<file path="src/rtl/fifo_sync_param_if.sv">
// Handshake bundle between the FIFO and its users.
// Upstream and downstream logic take the master side; the FIFO takes the slave side.
interface fifo_sync_param_if #(
    parameter int BITNUMBER = 8,
    parameter int DEPTH     = 8
);
    localparam int AW = $clog2(DEPTH);

    logic [BITNUMBER-1:0] data_in;
    logic                 write;
    logic                 read;
    logic [BITNUMBER-1:0] data_out;
    logic                 valid;
    logic                 full;
    logic                 empty;
    logic                 almost_full;
    logic                 almost_empty;
    logic [AW:0]          count;
    logic                 err_overflow;
    logic                 err_underflow;

    modport master (
        output data_in, write, read,
        input  data_out, valid, full, empty, almost_full, almost_empty,
               count, err_overflow, err_underflow
    );

    modport slave (
        input  data_in, write, read,
        output data_out, valid, full, empty, almost_full, almost_empty,
               count, err_overflow, err_underflow
    );
endinterface

</file>
<file path="src/rtl/fifo_sync_param.sv">
// Parametrised synchronous FIFO: storage, pointers, occupancy count, flags, registered read port.
// Sticky overflow/underflow flags are built only when FIFO_ERR_FLAGS_EN is defined.
module fifo_sync_param #(
    parameter int BITNUMBER = 8,
    parameter int DEPTH     = 8,
    parameter int AF_THRESH = DEPTH - 2,
    parameter int AE_THRESH = 2
) (
    input logic              clk,
    input logic              reset,
    fifo_sync_param_if.slave bus
);
    localparam int AW = $clog2(DEPTH);
    localparam int CW = AW + 1;
    localparam logic [CW-1:0] DEPTH_C = CW'(DEPTH);
    localparam logic [CW-1:0] AF_C    = CW'(AF_THRESH);
    localparam logic [CW-1:0] AE_C    = CW'(AE_THRESH);

    logic [BITNUMBER-1:0] mem_q [DEPTH];
    logic [AW-1:0]        wrPtr_q, wrPtr_d;
    logic [AW-1:0]        rdPtr_q, rdPtr_d;
    logic [CW-1:0]        count_q, count_d;
    logic [BITNUMBER-1:0] dataOut_q, dataOut_d;
    logic                 valid_q, valid_d;
    logic                 isFull, isEmpty;
    logic                 wrOk, rdOk;

    assign isFull  = (count_q == DEPTH_C);
    assign isEmpty = (count_q == '0);
    assign wrOk    = bus.write && !isFull;
    assign rdOk    = bus.read && !isEmpty;

    // Pointers wrap by natural AW-bit overflow; a read into an empty FIFO is never forwarded.
    always_comb begin
        wrPtr_d   = wrPtr_q;
        rdPtr_d   = rdPtr_q;
        count_d   = count_q;
        dataOut_d = dataOut_q;
        valid_d   = 1'b0;
        if (wrOk) begin
            wrPtr_d = wrPtr_q + AW'(1);
        end
        if (rdOk) begin
            rdPtr_d   = rdPtr_q + AW'(1);
            dataOut_d = mem_q[rdPtr_q];
            valid_d   = 1'b1;
        end
        case ({wrOk, rdOk})
            2'b10:   count_d = count_q + CW'(1);
            2'b01:   count_d = count_q - CW'(1);
            default: count_d = count_q;
        endcase
    end

    always_ff @(posedge clk) begin
        if (reset) begin
            wrPtr_q   <= '0;
            rdPtr_q   <= '0;
            count_q   <= '0;
            dataOut_q <= '0;
            valid_q   <= 1'b0;
        end else begin
            wrPtr_q   <= wrPtr_d;
            rdPtr_q   <= rdPtr_d;
            count_q   <= count_d;
            dataOut_q <= dataOut_d;
            valid_q   <= valid_d;
        end
    end

    // Storage is deliberately left out of reset; stale words are unreachable until rewritten.
    always_ff @(posedge clk) begin
        if (!reset && wrOk) begin
            mem_q[wrPtr_q] <= bus.data_in;
        end
    end

`ifdef FIFO_ERR_FLAGS_EN
    logic errOverflow_q, errUnderflow_q;

    always_ff @(posedge clk) begin
        if (reset) begin
            errOverflow_q  <= 1'b0;
            errUnderflow_q <= 1'b0;
        end else begin
            errOverflow_q  <= errOverflow_q  | (bus.write && isFull);
            errUnderflow_q <= errUnderflow_q | (bus.read && isEmpty);
        end
    end

    assign bus.err_overflow  = errOverflow_q;
    assign bus.err_underflow = errUnderflow_q;
`else
    assign bus.err_overflow  = 1'b0;
    assign bus.err_underflow = 1'b0;
`endif

    assign bus.data_out     = dataOut_q;
    assign bus.valid        = valid_q;
    assign bus.count        = count_q;
    assign bus.full         = isFull;
    assign bus.empty        = isEmpty;
    assign bus.almost_full  = (count_q >= AF_C);
    assign bus.almost_empty = (count_q <= AE_C);
endmodule

</file>
<file path="src/flat_wrapper.sv">
// flat-port wrapper written by rule: the top's interface ports become plain ports
module fifo_sync_param_flat 
#(
    parameter int BITNUMBER = 8,
    parameter int DEPTH     = 8,
    parameter int AF_THRESH = DEPTH - 2,
    parameter int AE_THRESH = 2
)
  (clk, reset, bus_data_in, bus_write, bus_read, bus_data_out, bus_valid, bus_full, bus_empty, bus_almost_full, bus_almost_empty, bus_count, bus_err_overflow, bus_err_underflow);
  fifo_sync_param_if #(.BITNUMBER(BITNUMBER), .DEPTH(DEPTH)) bus_i ();
  input logic clk;
  input logic reset;
  input wire logic [$bits(bus_i.data_in)-1:0] bus_data_in;
  input wire logic [$bits(bus_i.write)-1:0] bus_write;
  input wire logic [$bits(bus_i.read)-1:0] bus_read;
  output wire logic [$bits(bus_i.data_out)-1:0] bus_data_out;
  output wire logic [$bits(bus_i.valid)-1:0] bus_valid;
  output wire logic [$bits(bus_i.full)-1:0] bus_full;
  output wire logic [$bits(bus_i.empty)-1:0] bus_empty;
  output wire logic [$bits(bus_i.almost_full)-1:0] bus_almost_full;
  output wire logic [$bits(bus_i.almost_empty)-1:0] bus_almost_empty;
  output wire logic [$bits(bus_i.count)-1:0] bus_count;
  output wire logic [$bits(bus_i.err_overflow)-1:0] bus_err_overflow;
  output wire logic [$bits(bus_i.err_underflow)-1:0] bus_err_underflow;
  assign bus_i.data_in = bus_data_in;
  assign bus_i.write = bus_write;
  assign bus_i.read = bus_read;
  assign bus_data_out = bus_i.data_out;
  assign bus_valid = bus_i.valid;
  assign bus_full = bus_i.full;
  assign bus_empty = bus_i.empty;
  assign bus_almost_full = bus_i.almost_full;
  assign bus_almost_empty = bus_i.almost_empty;
  assign bus_count = bus_i.count;
  assign bus_err_overflow = bus_i.err_overflow;
  assign bus_err_underflow = bus_i.err_underflow;
  fifo_sync_param #(.BITNUMBER(BITNUMBER), .DEPTH(DEPTH), .AF_THRESH(AF_THRESH), .AE_THRESH(AE_THRESH)) u_core (.clk(clk), .reset(reset), .bus(bus_i));
endmodule
</file>
<file path="config.mk">
export PLATFORM = sky130hd
export DESIGN_NAME = fifo_sync_param_flat
export DESIGN_NICKNAME = d
export VERILOG_FILES = /design/src/rtl/fifo_sync_param_if.sv /design/src/rtl/fifo_sync_param.sv /design/src/flat_wrapper.sv
export SDC_FILE = /design/constraint.sdc
export NUM_CORES = 1
export LEC_CHECK = 0
export CORE_MARGIN = 3
export CORE_UTILIZATION = 53
export CTS_BUF_LIST = sky130_fd_sc_hd__clkbuf_8
export DETAILED_ROUTE_END_ITERATION = 10
export PLACE_DENSITY = 0.77
export SLEW_MARGIN = 20
export SYNTH_ARGS = -nofsm -noshare
export SYNTH_HDL_FRONTEND = slang
export SYNTH_SLANG_ARGS = --single-unit
</file>
<file path="constraint.sdc">
create_clock -name clk -period 2.3 [get_ports clk]
set_input_delay 0.69 -clock clk [delete_from_list [all_inputs] [get_ports clk]]
set_output_delay 0.69 -clock clk [all_outputs]
set_load 0.1 [all_outputs]
</file>
==> impl_summary.txt, run 1 <==
----------------------------------------------------
[Critical path]
  Sort of element at the start of the critical path ... flip-flop
  Critical path fanouts, max ... 2
  Register-to-Register Path Depth ... 8
  Worst setup path category ... reg -> out
  Cell with the biggest individual delay on the critical path ... sky130_fd_sc_hd__or4b_4
  Longest individual stage delay on the worst path ... 0.59 ns
  Reg-to-reg slack, setup ... -0.02 ns
  Cells traversed along the worst timing path ... or4b_4 > buf_6 > clkinvlp_4 > buf_12
  Required time of the critical path ... 1.61 ns
  Crit path capture type ... primary output
  RR Startpoint ... u_core.bus.count[1]
  Capturing point of the worst reg2reg path ... u_core.bus.count[3]
  CP Data Arrival Time ... 1.68 ns

[Yosys]
  Synthesis-stage register bit count ... 83
  Largest cells by area after synthesis ... sky130_fd_sc_hd__edfxtp_1 (56%), sky130_fd_sc_hd__dfxtp_1 (11%), sky130_fd_sc_hd__mux4_2 (11%), sky130_fd_sc_hd__o22ai_2 (2.9%), sky130_fd_sc_hd__nor2_1 (2.5%)
  Post-synth EDFFs ... 64
  Netlist cell types ... 39
  Yosys top cell by area ... sky130_fd_sc_hd__edfxtp_1
  Mux cell area share after synthesis ... 0.108
  Post-synthesis compound-gate area fraction ... 0.0520
  Avg Inst Size Synth ... 17.1 um^2
  Syn. warnings ... 0
  Sequential share of the synthesized area ... 0.674
  Count of mapped cells out of synthesis ... 200
  Synth Flop Type ... sky130_fd_sc_hd__edfxtp_1
  Adder-cell share of the synthesized area ... 0.0242
  Simple logic cell fraction of the synthesized area ... 0.0938
  Area share of the largest cell type after synthesis ... 0.563
  Post-synthesis async set-or-reset flop share ... 0
  Post-synthesis xor/xnor area fraction ... 0.0154
  Syn Std Cell Area ... 3420 um^2
  Combinational family with the most area after synthesis ... multiplexers

[Power and ir drop]
  NetSw ... 2.28 mW
  Fraction of power consumed by combinational cells ... 0.474
  Worst IR drop on VDD ... 1480 uV
  Proportion of total power due to net switching ... 0.425
  Portion of total power attributed to the clock network ... 0.183
  Pint ... 3.09 mW
  Pwr Density ... 1270 nW/um^2
  Fraction of power consumed by sequential logic ... 0.343
  Leakage power summed over all cells ... 1.47 nW

[Drt]
  Post-route antenna net violation count ... 0
  Aggregate routed wire length ... 6170 um
  Number of DRC markers after the initial detailed-route iteration ... 180
  DRC Markers ... 0
  Drt via density ... 5.68
  Total number of vias ... 1,908
  Drt wl/cell ... 18.4 um
  First-pass iteration count of the detailed router ... 4

[Final layout]
  Proportion of layout cells with a drive suffix above 1 ... 0.437
  Post-layout net count ... 274
  Final core utilization ... 0.695
  Layout overhead on the synthesized area ... 24.1%
  Non-Filler Instances ... 336
  Ant. Diodes ... 0
  Total area of sequential cells ... 2320 um^2
  Multi-input combinational cell area ... 1100 um^2
  Fill cell instance count of the final layout ... 416

[Worst hold path]
  Min-delay worst type ... reg -> reg
  Startpoint of the tightest hold check path ... u_core.bus.data_out[2]
  Number of stages on the worst hold path ... 2
  Worst min-delay path endpoint ... u_core.bus.data_out[2]

[Clock tree]
  Total clock buffers created by CTS ... 9
  Clock latency reported for the late side of the worst-skew pair ... 0.35 ns
  Clk sink count ... 83
  Clk Tree Root Cell ... sky130_fd_sc_hd__clkbuf_8
  # hold bufs at CTS ... 0
  Register clock-pin slew on the reported worst setup and hold paths ... 0.09 ns
  Bufs on Longest Clock Path ... 2
  CTS tree ... yes
  CTS H-tree lvls ... 3

[STA]
  Total setup violations reported at the end of the flow ... 2
  Final Max Slew Viols ... 0
  Share of the clock period used by the worst path after layout ... 1.03
  Post-route setup slack ... -0.0712 ns
  Hold_ws ... 0.508 ns
  Number of endpoints with negative hold slack in the final report ... 0
  Max frequency ... 422 MHz
  Worst Skew ... 0.0105 ns
  Post-route minimum period ... 2.37 ns
  Setup_tns ... -0.0873 ns
  RSZ-0062 raised after global routing ... true

[Placement]
  Hpwl dp ... 4210 um
  I/O Buffers ... 28
  Weighted congestion at the end of routability-driven global placement ... 0.814
  Instance count after placement with tap cells included ... 317

[Global routing]
  Final global-route overflow total ... 0
  Vias in the first global route ... 1,980
  Overall global routing resource usage ... 0.186
  Pin count of the biggest net entering global routing ... 19
  Global-route wire length before repair ... 10000 um
  Antenna violations before repair ... 0

[Floorplanning]
  Starting Density ... 0.560
  I/O pin count ... 31
  Number of rows in the core area ... 28
  Core ar. ... 6100 um^2
  Die X-Extent ... 86.3 um
  Chip Height ... 86.3 um
  Area of the die ... 7440 um^2

[Run status]
  Violations in the final reports ... negative setup slack
  Outcome ... complete, but fails checks

[Flow run]
  Count of max-cap constraint violations ... 0

----------------------------------------------------
==> flip-flops by register name, summed over array words and instances, names as in the netlist <==
register,cells
u_core.bus.count,4
u_core.bus.data_out,8
u_core.bus.valid,1
u_core.mem_q,64
u_core.rdPtr_q,3
u_core.wrPtr_q,3
==> power by group through the flow <==
stage | clock, mW | sequential [mW] | combinational [mW]
floorplan | 0 | 2.57 | 1.25
global placement | 0 | 1.88 | 2.49
detailed placement | 0 | 1.89 | 2.51
CTS | 1.01 | 1.84 | 2.55
global route | 1.06 | 1.86 | 2.69
finish | 0.983 | 1.84 | 2.55
==> worst max-delay path, delay by kind of cell (launching register included) <==
kind / cells / cell delay (ns)
buffers and inverters: 3 / 0.38
DFF: 1 / 0.35
and+or+nand+nor: 1 / 0.59
==> synth_stat cells, types with 2 or more instances <==
| master | count |
|---|---|
| sky130_fd_sc_hd__nand2_1 | 4 |
| sky130_fd_sc_hd__nand3_1 | 4 |
| sky130_fd_sc_hd__buf_4 | 3 |
| sky130_fd_sc_hd__buf_2 | 2 |
| sky130_fd_sc_hd__xor2_1 | 5 |
| sky130_fd_sc_hd__a21oi_1 | 5 |
| sky130_fd_sc_hd__dfxtp_1 | 19 |
| sky130_fd_sc_hd__nor3_2 | 8 |
| sky130_fd_sc_hd__ha_1 | 5 |
| sky130_fd_sc_hd__nor2_1 | 23 |
| sky130_fd_sc_hd__inv_1 | 4 |
| sky130_fd_sc_hd__o22ai_2 | 8 |
| sky130_fd_sc_hd__buf_6 | 2 |
| sky130_fd_sc_hd__mux4_2 | 16 |
| sky130_fd_sc_hd__clkbuf_1 | 2 |
| sky130_fd_sc_hd__nor4_1 | 2 |
| sky130_fd_sc_hd__nor3_1 | 3 |
| sky130_fd_sc_hd__edfxtp_1 | 64 |
==> layout by cell type (no fill, tap or decap), types with 2 or more instances in the layout <==
master                            count
sky130_fd_sc_hd__ha_1                 2
sky130_fd_sc_hd__dfxtp_4              4
sky130_fd_sc_hd__mux4_2              16
sky130_fd_sc_hd__xor2_1               5
sky130_fd_sc_hd__clkinvlp_4           2
sky130_fd_sc_hd__clkbuf_8             9
sky130_fd_sc_hd__nand2_1              4
sky130_fd_sc_hd__buf_12               5
sky130_fd_sc_hd__clkdlybuf4s50_1     11
sky130_fd_sc_hd__edfxtp_1            64
sky130_fd_sc_hd__a21oi_1              4
sky130_fd_sc_hd__o22ai_2              8
sky130_fd_sc_hd__buf_4               39
sky130_fd_sc_hd__nor3_2               8
sky130_fd_sc_hd__dfxtp_1             15
sky130_fd_sc_hd__a21oi_2              2
sky130_fd_sc_hd__inv_6                5
sky130_fd_sc_hd__nor3_1               3
sky130_fd_sc_hd__inv_1                3
sky130_fd_sc_hd__ha_4                 3
sky130_fd_sc_hd__conb_1               2
sky130_fd_sc_hd__nand3_1              3
sky130_fd_sc_hd__nor2_1              23
==> worst max path at each step <==
stage                         from                  end  slack [ns]  depth (start not counted)
2_1_floorplan  u_core.bus.count[3]  u_core.bus.count[3]       -0.19                          9
3_5_place_dp             bus_write  u_core.bus.count[3]       -0.32                          8
4_1_cts        u_core.bus.count[2]             bus_full       -0.09                          4
5_1_grt        u_core.bus.count[1]             bus_full       -0.11                          4
3_3_place_gp             bus_write  u_core.bus.count[3]       -0.30                          8
6_report       u_core.bus.count[1]             bus_full       -0.07                          4
==> cell type report <==
class / instances / area share
inverters: 4 / 0.00443
flip-flops and latches: 83 / 0.547
well taps: 75 / 0.0221
repair buffers: 56 / 0.121
clock inverters: 7 / 0.0159
multi-input cells: 102 / 0.260
clock buffers: 9 / 0.0292
==> cells by family after synthesis <==
group,Yosys count
buffers and inverters,16
XOR/XNOR,6
AO/OA/AOI/OAI,18
flip-flops,83
AND/OR/NAND/NOR,53
adder cells (fa/ha/maj),6
multiplexers,17
other,1
==> routing by layer <==
| layer | global-route usage | part of all wire | up-vias | routed length (um) |
|---|---|---|---|---|
| met5 | 0 | 0 | - | 0 |
| met2 | 0.322 | 0.53 | 58 | 3250 |
| met4 | 0.0751 | 0.017 | 0 | 106 |
| met3 | 0.0589 | 0.063 | 12 | 387 |
| met1 | 0.213 | 0.39 | 956 | 2430 |
| li1 | - | - | 882 | - |
==> timing repair <==
| action | 4_1_cts | 5_1_grt |
|---|---|---|
| pin swaps | 1 | 2 |
| setup endpoints to repair | 1 | 2 |
| cloned | 0 | 0 |
| resized for setup | 1 | 3 |
| buffers inserted | 3 | 0 |
==> metrics by stage <==
stage	total power [mW]	worst slack [ns]	cell area, um^2
6_report	5.38	-0.0712	4240
5_1_grt	5.62	-0.110	4240
4_1_cts	5.39	-0.0858	4220
3_5_place_dp	4.40	-0.323	4000
3_3_place_gp	4.37	-0.303	4000
2_1_floorplan	3.82	-0.185	3510
Power figures use the tool's default switching activity.
==> inputs of run 2 (changes only) <==
--- a/config.mk
+++ b/config.mk
@@ -5,11 +5,12 @@
 export SDC_FILE = /design/constraint.sdc
 export NUM_CORES = 1
 export LEC_CHECK = 0
+export ABC_AREA = 1
 export CORE_MARGIN = 3
-export CORE_UTILIZATION = 53
+export CORE_UTILIZATION = 54
 export CTS_BUF_LIST = sky130_fd_sc_hd__clkbuf_8
 export DETAILED_ROUTE_END_ITERATION = 10
-export PLACE_DENSITY = 0.77
+export PLACE_DENSITY = 0.78
 export SLEW_MARGIN = 20
 export SYNTH_ARGS = -nofsm -noshare
 export SYNTH_HDL_FRONTEND = slang
==> run 2 against run 1 <==
The flow now finishes without violations. Maximum frequency rose by 12%. Via count rose by 38%. Sequential power barely moved. Flip-flop and latch count did not move. Cell count rose by 50%. Utilization fell by 2.1 points. Clock-buffer cell count rose by 1. Synthesized area rose by 7.4%. First-iteration DRC count rose by 32%. Combinational power fell by 6%. Non-clock buffer count fell by 7.
==> impl_summary.txt, run 2 <==
----------------------------------------------------
[Run status]
  Outcome ... finished clean

[Final layout]
  Ant. Diodes ... 0
  Flip-flop count of the largest register after layout ... 64
  Proportion of layout cells with a drive suffix above 1 ... 0.157
  Post-layout net count ... 440
  Most frequent standard cell in the layout excluding fill and tap cells ... sky130_fd_sc_hd__nand2_1
  Most used cells in the layout excluding fill and tap cells ... sky130_fd_sc_hd__nand2_1 (101), sky130_fd_sc_hd__inv_1 (65), sky130_fd_sc_hd__edfxtp_1 (64)
  Register with the highest flop count ... u_core.mem_q
  Layout overhead on the synthesized area ... 18.6%
  Fill cell instance count of the final layout ... 498

[Clock tree]
  Register clock-pin slew on the reported worst setup and hold paths ... 0.09 ns
  Bufs on Longest Clock Path ... 2
  # hold bufs at CTS ... 0
  Number of cells upsized or downsized after cts ... 0
  Clk Tree Root Cell ... sky130_fd_sc_hd__clkbuf_8
  CTS H-tree lvls ... 3
  Total clock buffers created by CTS ... 9
  Clk sink count ... 83
  Clock latency reported for the late side of the worst-skew pair ... 0.35 ns
  CTS tree ... yes
  Number of buffers added for setup after CTS ... 0

[Yosys]
  Post-synthesis async set-or-reset flop share ... 0
  Count of mapped cells out of synthesis ... 376
  Netlist cell types ... 25
  Most instantiated library cell after synthesis ... sky130_fd_sc_hd__nand2_1
  Most used standard cells in the synthesized netlist ... sky130_fd_sc_hd__nand2_1 (101), sky130_fd_sc_hd__inv_1 (65), sky130_fd_sc_hd__edfxtp_1 (64), sky130_fd_sc_hd__nand3_1 (52), sky130_fd_sc_hd__dfxtp_1 (19)
  Yosys top cell by area ... sky130_fd_sc_hd__edfxtp_1
  Largest cells by area after synthesis ... sky130_fd_sc_hd__edfxtp_1 (52%), sky130_fd_sc_hd__dfxtp_1 (10%), sky130_fd_sc_hd__nand2_1 (10%), sky130_fd_sc_hd__nand3_1 (7.1%), sky130_fd_sc_hd__inv_1 (6.6%)
  Sequential share of the synthesized area ... 0.627
  Syn. warnings ... 0
  Synthesis-stage register bit count ... 83
  Post-synth EDFFs ... 64
  Area share of the largest cell type after synthesis ... 0.524
  Syn Std Cell Area ... 3670 um^2
  Avg Inst Size Synth ... 9.76 um^2
  Synth Flop Type ... sky130_fd_sc_hd__edfxtp_1

[Critical path]
  RR Startpoint ... u_core.bus.count[3]
  Crit path capture type ... flip-flop
  Worst setup path category ... in -> reg
  Required time of the critical path ... 2.58 ns
  Critical path fanouts, max ... 3
  Worst Setup SP ... bus_read
  Register-to-Register Path Depth ... 12
  Sort of element at the start of the critical path ... input pin
  CP Data Arrival Time ... 2.40 ns

[Power and ir drop]
  Worst IR drop on VDD ... 642 uV
  Total power consumption of the routed design ... 5.55 mW
  Pwr Density ... 1280 nW/um^2
  Leakage power summed over all cells ... 1.91 nW

[STA]
  Max frequency ... 472 MHz
  Total setup violations reported at the end of the flow ... 0
  Share of the clock period used by the worst path after layout ... 0.921
  Post-route setup slack ... 0.182 ns
  Worst Skew ... 0.0127 ns
  Final Max Slew Viols ... 0
  Number of endpoints with negative hold slack in the final report ... 0
  RSZ-0062 raised after global routing ... false
  Post-route minimum period ... 2.12 ns

[Floorplanning]
  Chip Height ... 88.4 um
  Number of rows in the core area ... 29
  Area of the die ... 7820 um^2
  Starting Density ... 0.568
  Core ar. ... 6460 um^2
  Die X-Extent ... 88.4 um
  I/O pin count ... 31

[Global routing]
  Global-route wire length before repair ... 12,700 um
  Overall global routing resource usage ... 0.223
  Pin count of the biggest net entering global routing ... 35
  Vias in the first global route ... 2,616
  Final global-route overflow total ... 0
  Antenna violations before repair ... 0

[Drt]
  Drt via density ... 5.22
  First-pass iteration count of the detailed router ... 4
  Number of DRC markers after the initial detailed-route iteration ... 238
  DRC Markers ... 0
  Aggregate routed wire length ... 7750 um
  Post-route antenna net violation count ... 0
  Drt wl/cell ... 15.4 um
  Total number of vias ... 2,630

[Worst hold path]
  Startpoint of the tightest hold check path ... u_core.bus.data_out[3]
  Min-delay worst type ... reg -> reg
  Number of stages on the worst hold path ... 2

[Placement]
  Worst setup timing slack at the placement stage ... -0.177 ns
  Hpwl dp ... 4970 um
  I/O Buffers ... 28
  Weighted congestion at the end of routability-driven global placement ... 0.829

[Flow run]
  Count of max-cap constraint violations ... 0

----------------------------------------------------
run 2: routing by layer:
layer  track usage  routed length, um  vias to the layer above
met1         0.271               3150                     1245
met4         0.111                197                        0
met3        0.0652                443                       15
li1              -                  -                     1295
met5             0                  0                        -
met2         0.364               3960                       75
run 2: path summary, 6_finish.rpt:
path | end | slack (ns)
hold / removal | u_core.bus.data_out[3] | 0.47
setup / recovery | u_core.bus.count[3] | 0.18
setup reg to reg | u_core.bus.count[3] | 0.30
hold reg to reg | u_core.bus.data_out[3] | 0.47
run 2: where the power goes:
part,switching [mW],total [mW],internal (mW)
logic,1.73,2.40,0.675
clock network,0.523,1.28,0.752
registers,0.121,1.87,1.75
run 2: cell type report:
| cell class | instances | area, um^2 | area share |
|---|---|---|---|
| Inverter | 69 | 264 | 0.0606 |
| Tap cell | 77 | 96.3 | 0.0221 |
| Multi-Input combinational cell | 210 | 990 | 0.227 |
| Clock inverter | 6 | 113 | 0.0259 |
| Sequential cell | 83 | 2310 | 0.530 |
| Timing Repair Buffer | 49 | 445 | 0.102 |
| Clock buffer | 10 | 138 | 0.0316 |
run 2: kinds of logic (layout without fill, tap and decap cells):
| logic type | after synthesis | after routing | synth area share |
|---|---|---|---|
| adder cells (fa/ha/maj) | 6 | 6 | 0.0225 |
| AND/OR/NAND/NOR | 174 | 174 | 0.203 |
| AO/OA/AOI/OAI | 26 | 26 | 0.0355 |
| other | 1 | 2 | 0.00102 |
| flip-flops | 83 | 83 | 0.627 |
| XOR/XNOR | 2 | 2 | 0.00477 |
| buffers and inverters | 84 | 134 | 0.106 |
run 2: through the flow:
| step | hold slack [ns] | cell area (um^2) | TNS [ns] | util | std cells |
|---|---|---|---|---|---|
| 2_1_floorplan | 0.492 | 3690 | 0 | - | 377 |
| 3_3_place_gp | 0.452 | 4100 | -0.563 | 0.635 | 488 |
| 3_5_place_dp | 0.457 | 4100 | -0.527 | 0.635 | 488 |
| 4_1_cts | 0.470 | 4350 | 0 | 0.674 | 504 |
| 5_1_grt | 0.502 | 4350 | 0 | 0.674 | 504 |
| 6_report | 0.469 | 4350 | 0 | 0.674 | 504 |
run 2: worst max-delay path: stages:
cell and delay, ns:
sky130_fd_sc_hd__clkdlybuf4s50_1 0.45, sky130_fd_sc_hd__nand2_4 0.09, sky130_fd_sc_hd__inv_2 0.04, sky130_fd_sc_hd__ha_1 0.20
sky130_fd_sc_hd__ha_1 0.29, sky130_fd_sc_hd__or2_2 0.29, sky130_fd_sc_hd__nand2_1 0.07, sky130_fd_sc_hd__nand2_1 0.05
sky130_fd_sc_hd__nand2_1 0.05, sky130_fd_sc_hd__nand2_1 0.05, sky130_fd_sc_hd__a21oi_1 0.13
==> inputs of run 3 (changes only) <==
--- a/config.mk
+++ b/config.mk
@@ -6,11 +6,13 @@
 export NUM_CORES = 1
 export LEC_CHECK = 0
 export ABC_AREA = 1
-export CORE_MARGIN = 3
-export CORE_UTILIZATION = 54
+export CELL_PAD_IN_SITES_DETAIL_PLACEMENT = 0
+export CELL_PAD_IN_SITES_GLOBAL_PLACEMENT = 1
+export CORE_MARGIN = 5
+export CORE_UTILIZATION = 42
 export CTS_BUF_LIST = sky130_fd_sc_hd__clkbuf_8
 export DETAILED_ROUTE_END_ITERATION = 10
-export PLACE_DENSITY = 0.78
+export PLACE_DENSITY_LB_ADDON = 0.1
 export SLEW_MARGIN = 20
 export SYNTH_ARGS = -nofsm -noshare
 export SYNTH_HDL_FRONTEND = slang
==> run 3 against run 2 <==
Setup slack improved by 0.027 ns. Sequential share of layout area up 0.37 points. Via count shrank 5.0%. Clock-buffer cell count fell by 1. Combinational power hardly changed. Power decreased by 7.0%. Maximum frequency is 1.3% higher. Critical endpoint unchanged.
==> impl_summary.txt, run 3 (same netlist as run 2, synthesis figures left out) <==
----------------------------------------------------
[Floorplanning]
  Die X-Extent ... 103 um
  Starting Density ... 0.425
  Core ar. ... 8640 um^2
  Number of rows in the core area ... 34
  Chip Height ... 103 um
  Area of the die ... 10,700 um^2
  I/O pin count ... 31

[STA]
  Final Max Slew Viols ... 0
  Post-route minimum period ... 2.09 ns
  Post-route setup slack ... 0.209 ns
  Share of the clock period used by the worst path after layout ... 0.909
  Max frequency ... 478 MHz
  Total setup violations reported at the end of the flow ... 0
  Worst Skew ... 0.0123 ns
  Number of endpoints with negative hold slack in the final report ... 0
  RSZ-0062 raised after global routing ... false

[Clock tree]
  CTS tree ... yes
  Register clock-pin slew on the reported worst setup and hold paths ... 0.08 ns
  Total clock buffers created by CTS ... 9
  Bufs on Longest Clock Path ... 2
  Number of cells upsized or downsized after cts ... 0
  Number of buffers added for setup after CTS ... 0
  Clk Tree Root Cell ... sky130_fd_sc_hd__clkbuf_8
  CTS H-tree lvls ... 3
  # hold bufs at CTS ... 0
  Clk sink count ... 83
  Clock latency reported for the late side of the worst-skew pair ... 0.35 ns

[Drt]
  Number of DRC markers after the initial detailed-route iteration ... 65
  Drt via density ... 4.65
  Aggregate routed wire length ... 7950 um
  First-pass iteration count of the detailed router ... 5
  Total number of vias ... 2,498
  DRC Markers ... 0
  Drt wl/cell ... 14.8 um
  Post-route antenna net violation count ... 0

[Global routing]
  Vias in the first global route ... 2,328
  Pin count of the biggest net entering global routing ... 35
  Overall global routing resource usage ... 0.160
  Global-route wire length before repair ... 12,500 um
  Antenna violations before repair ... 0
  Final global-route overflow total ... 0

[Placement]
  Instance count after placement with tap cells included ... 521
  Hpwl dp ... 5420 um
  I/O Buffers ... 28
  Weighted congestion at the end of routability-driven global placement ... 0.807
  Worst setup timing slack at the placement stage ... -0.133 ns

[Final layout]
  Post-layout net count ... 442
  Non-Filler Instances ... 537
  Most used cells in the layout excluding fill and tap cells ... sky130_fd_sc_hd__nand2_1 (101), sky130_fd_sc_hd__inv_1 (66), sky130_fd_sc_hd__edfxtp_1 (64)
  Layout overhead on the synthesized area ... 17.8%
  Register with the highest flop count ... u_core.mem_q
  Total area of sequential cells ... 2310 um^2
  Fill cell instance count of the final layout ... 808
  Flip-flop count of the largest register after layout ... 64
  Multi-input combinational cell area ... 990 um^2
  Most frequent standard cell in the layout excluding fill and tap cells ... sky130_fd_sc_hd__nand2_1
  Proportion of layout cells with a drive suffix above 1 ... 0.156
  Ant. Diodes ... 0

[Critical path]
  CP Data Arrival Time ... 2.37 ns
  RR Startpoint ... u_core.bus.count[3]
  Sort of element at the start of the critical path ... input pin
  Worst setup path category ... in -> reg
  Worst Setup SP ... bus_read
  Critical path fanouts, max ... 3
  Required time of the critical path ... 2.58 ns
  Crit path capture type ... flip-flop

[Power and ir drop]
  Portion of total power attributed to the clock network ... 0.175
  Pwr Density ... 1190 nW/um^2
  Fraction of power consumed by combinational cells ... 0.466
  Proportion of total power due to net switching ... 0.454
  Worst IR drop on VDD ... 533 uV
  Fraction of power consumed by sequential logic ... 0.360
  NetSw ... 2.35 mW
  Leakage power summed over all cells ... 1.88 nW
  Pint ... 2.82 mW

[Worst hold path]
  Min-delay worst type ... reg -> reg
  Startpoint of the tightest hold check path ... u_core.bus.data_out[5]

[Flow run]
  Count of max-cap constraint violations ... 0

[Run status]
  Outcome ... finished clean

----------------------------------------------------
## run 3: cell count changes in the layout (fill, tap and decap cells not counted), sizes merged
cell,change
clkinvlp,+2
inv,+3
clkinv,-1
bufinv,-3
buf,+2
clkbuf,-1
## run 3: worst paths after layout
check	depth (start not counted)	to	slack, ns
hold / removal	2	u_core.bus.data_out[5]	0.47
hold reg to reg	2	u_core.bus.data_out[5]	0.47
setup / recovery	11	u_core.bus.count[3]	0.21
setup reg to reg	12	u_core.bus.count[3]	0.32
## run 3: power by group through the flow
stage          sequential [mW]  combinational, mW  clock, mW
3_5_place_dp              1.89               2.43          0
5_1_grt                   1.88               2.59       1.00
2_1_floorplan             2.44               1.26          0
6_report                  1.86               2.40      0.901
3_3_place_gp              1.89               2.42          0
4_1_cts                   1.86               2.43      0.940
## run 3: worst max-delay path: stages
cell and delay (ns):
sky130_fd_sc_hd__clkdlybuf4s50_1 0.44, sky130_fd_sc_hd__nand2_4 0.09, sky130_fd_sc_hd__inv_2 0.04, sky130_fd_sc_hd__ha_1 0.20, sky130_fd_sc_hd__ha_1 0.29, sky130_fd_sc_hd__or2_2 0.29, sky130_fd_sc_hd__nand2_1 0.07, sky130_fd_sc_hd__nand2_1 0.05
sky130_fd_sc_hd__nand2_1 0.06, sky130_fd_sc_hd__nand2_1 0.05, sky130_fd_sc_hd__a21oi_1 0.10
## run 3: area by class of cell
type / instances / area share
inverter: 69 / 0.0611
multi-input combinational: 210 / 0.229
clock buffer: 9 / 0.0287
clock inverter: 7 / 0.00984
timing repair buffer: 51 / 0.107
tap: 108 / 0.0313
sequential: 83 / 0.534
## run 3: per-stage QoR
stage	total power [mW]	utilization	setup TNS, ns	area (um^2)	hold slack (ns)
after global placement	4.31	0.481	-0.393	4160	0.452
after detailed placement	4.32	0.481	-0.465	4160	0.461
final	5.16	0.501	0	4320	0.470
after global routing	5.47	0.501	0	4320	0.490
after floorplan	3.71	-	0	3690	0.492
after CTS	5.23	0.501	0	4320	0.473
## run 3: routing by layer
layer,GRT usage,share of wire
met2,0.271,0.49
met3,0.0402,0.054
met4,0.0418,0.0065
met1,0.206,0.45
met5,0,0
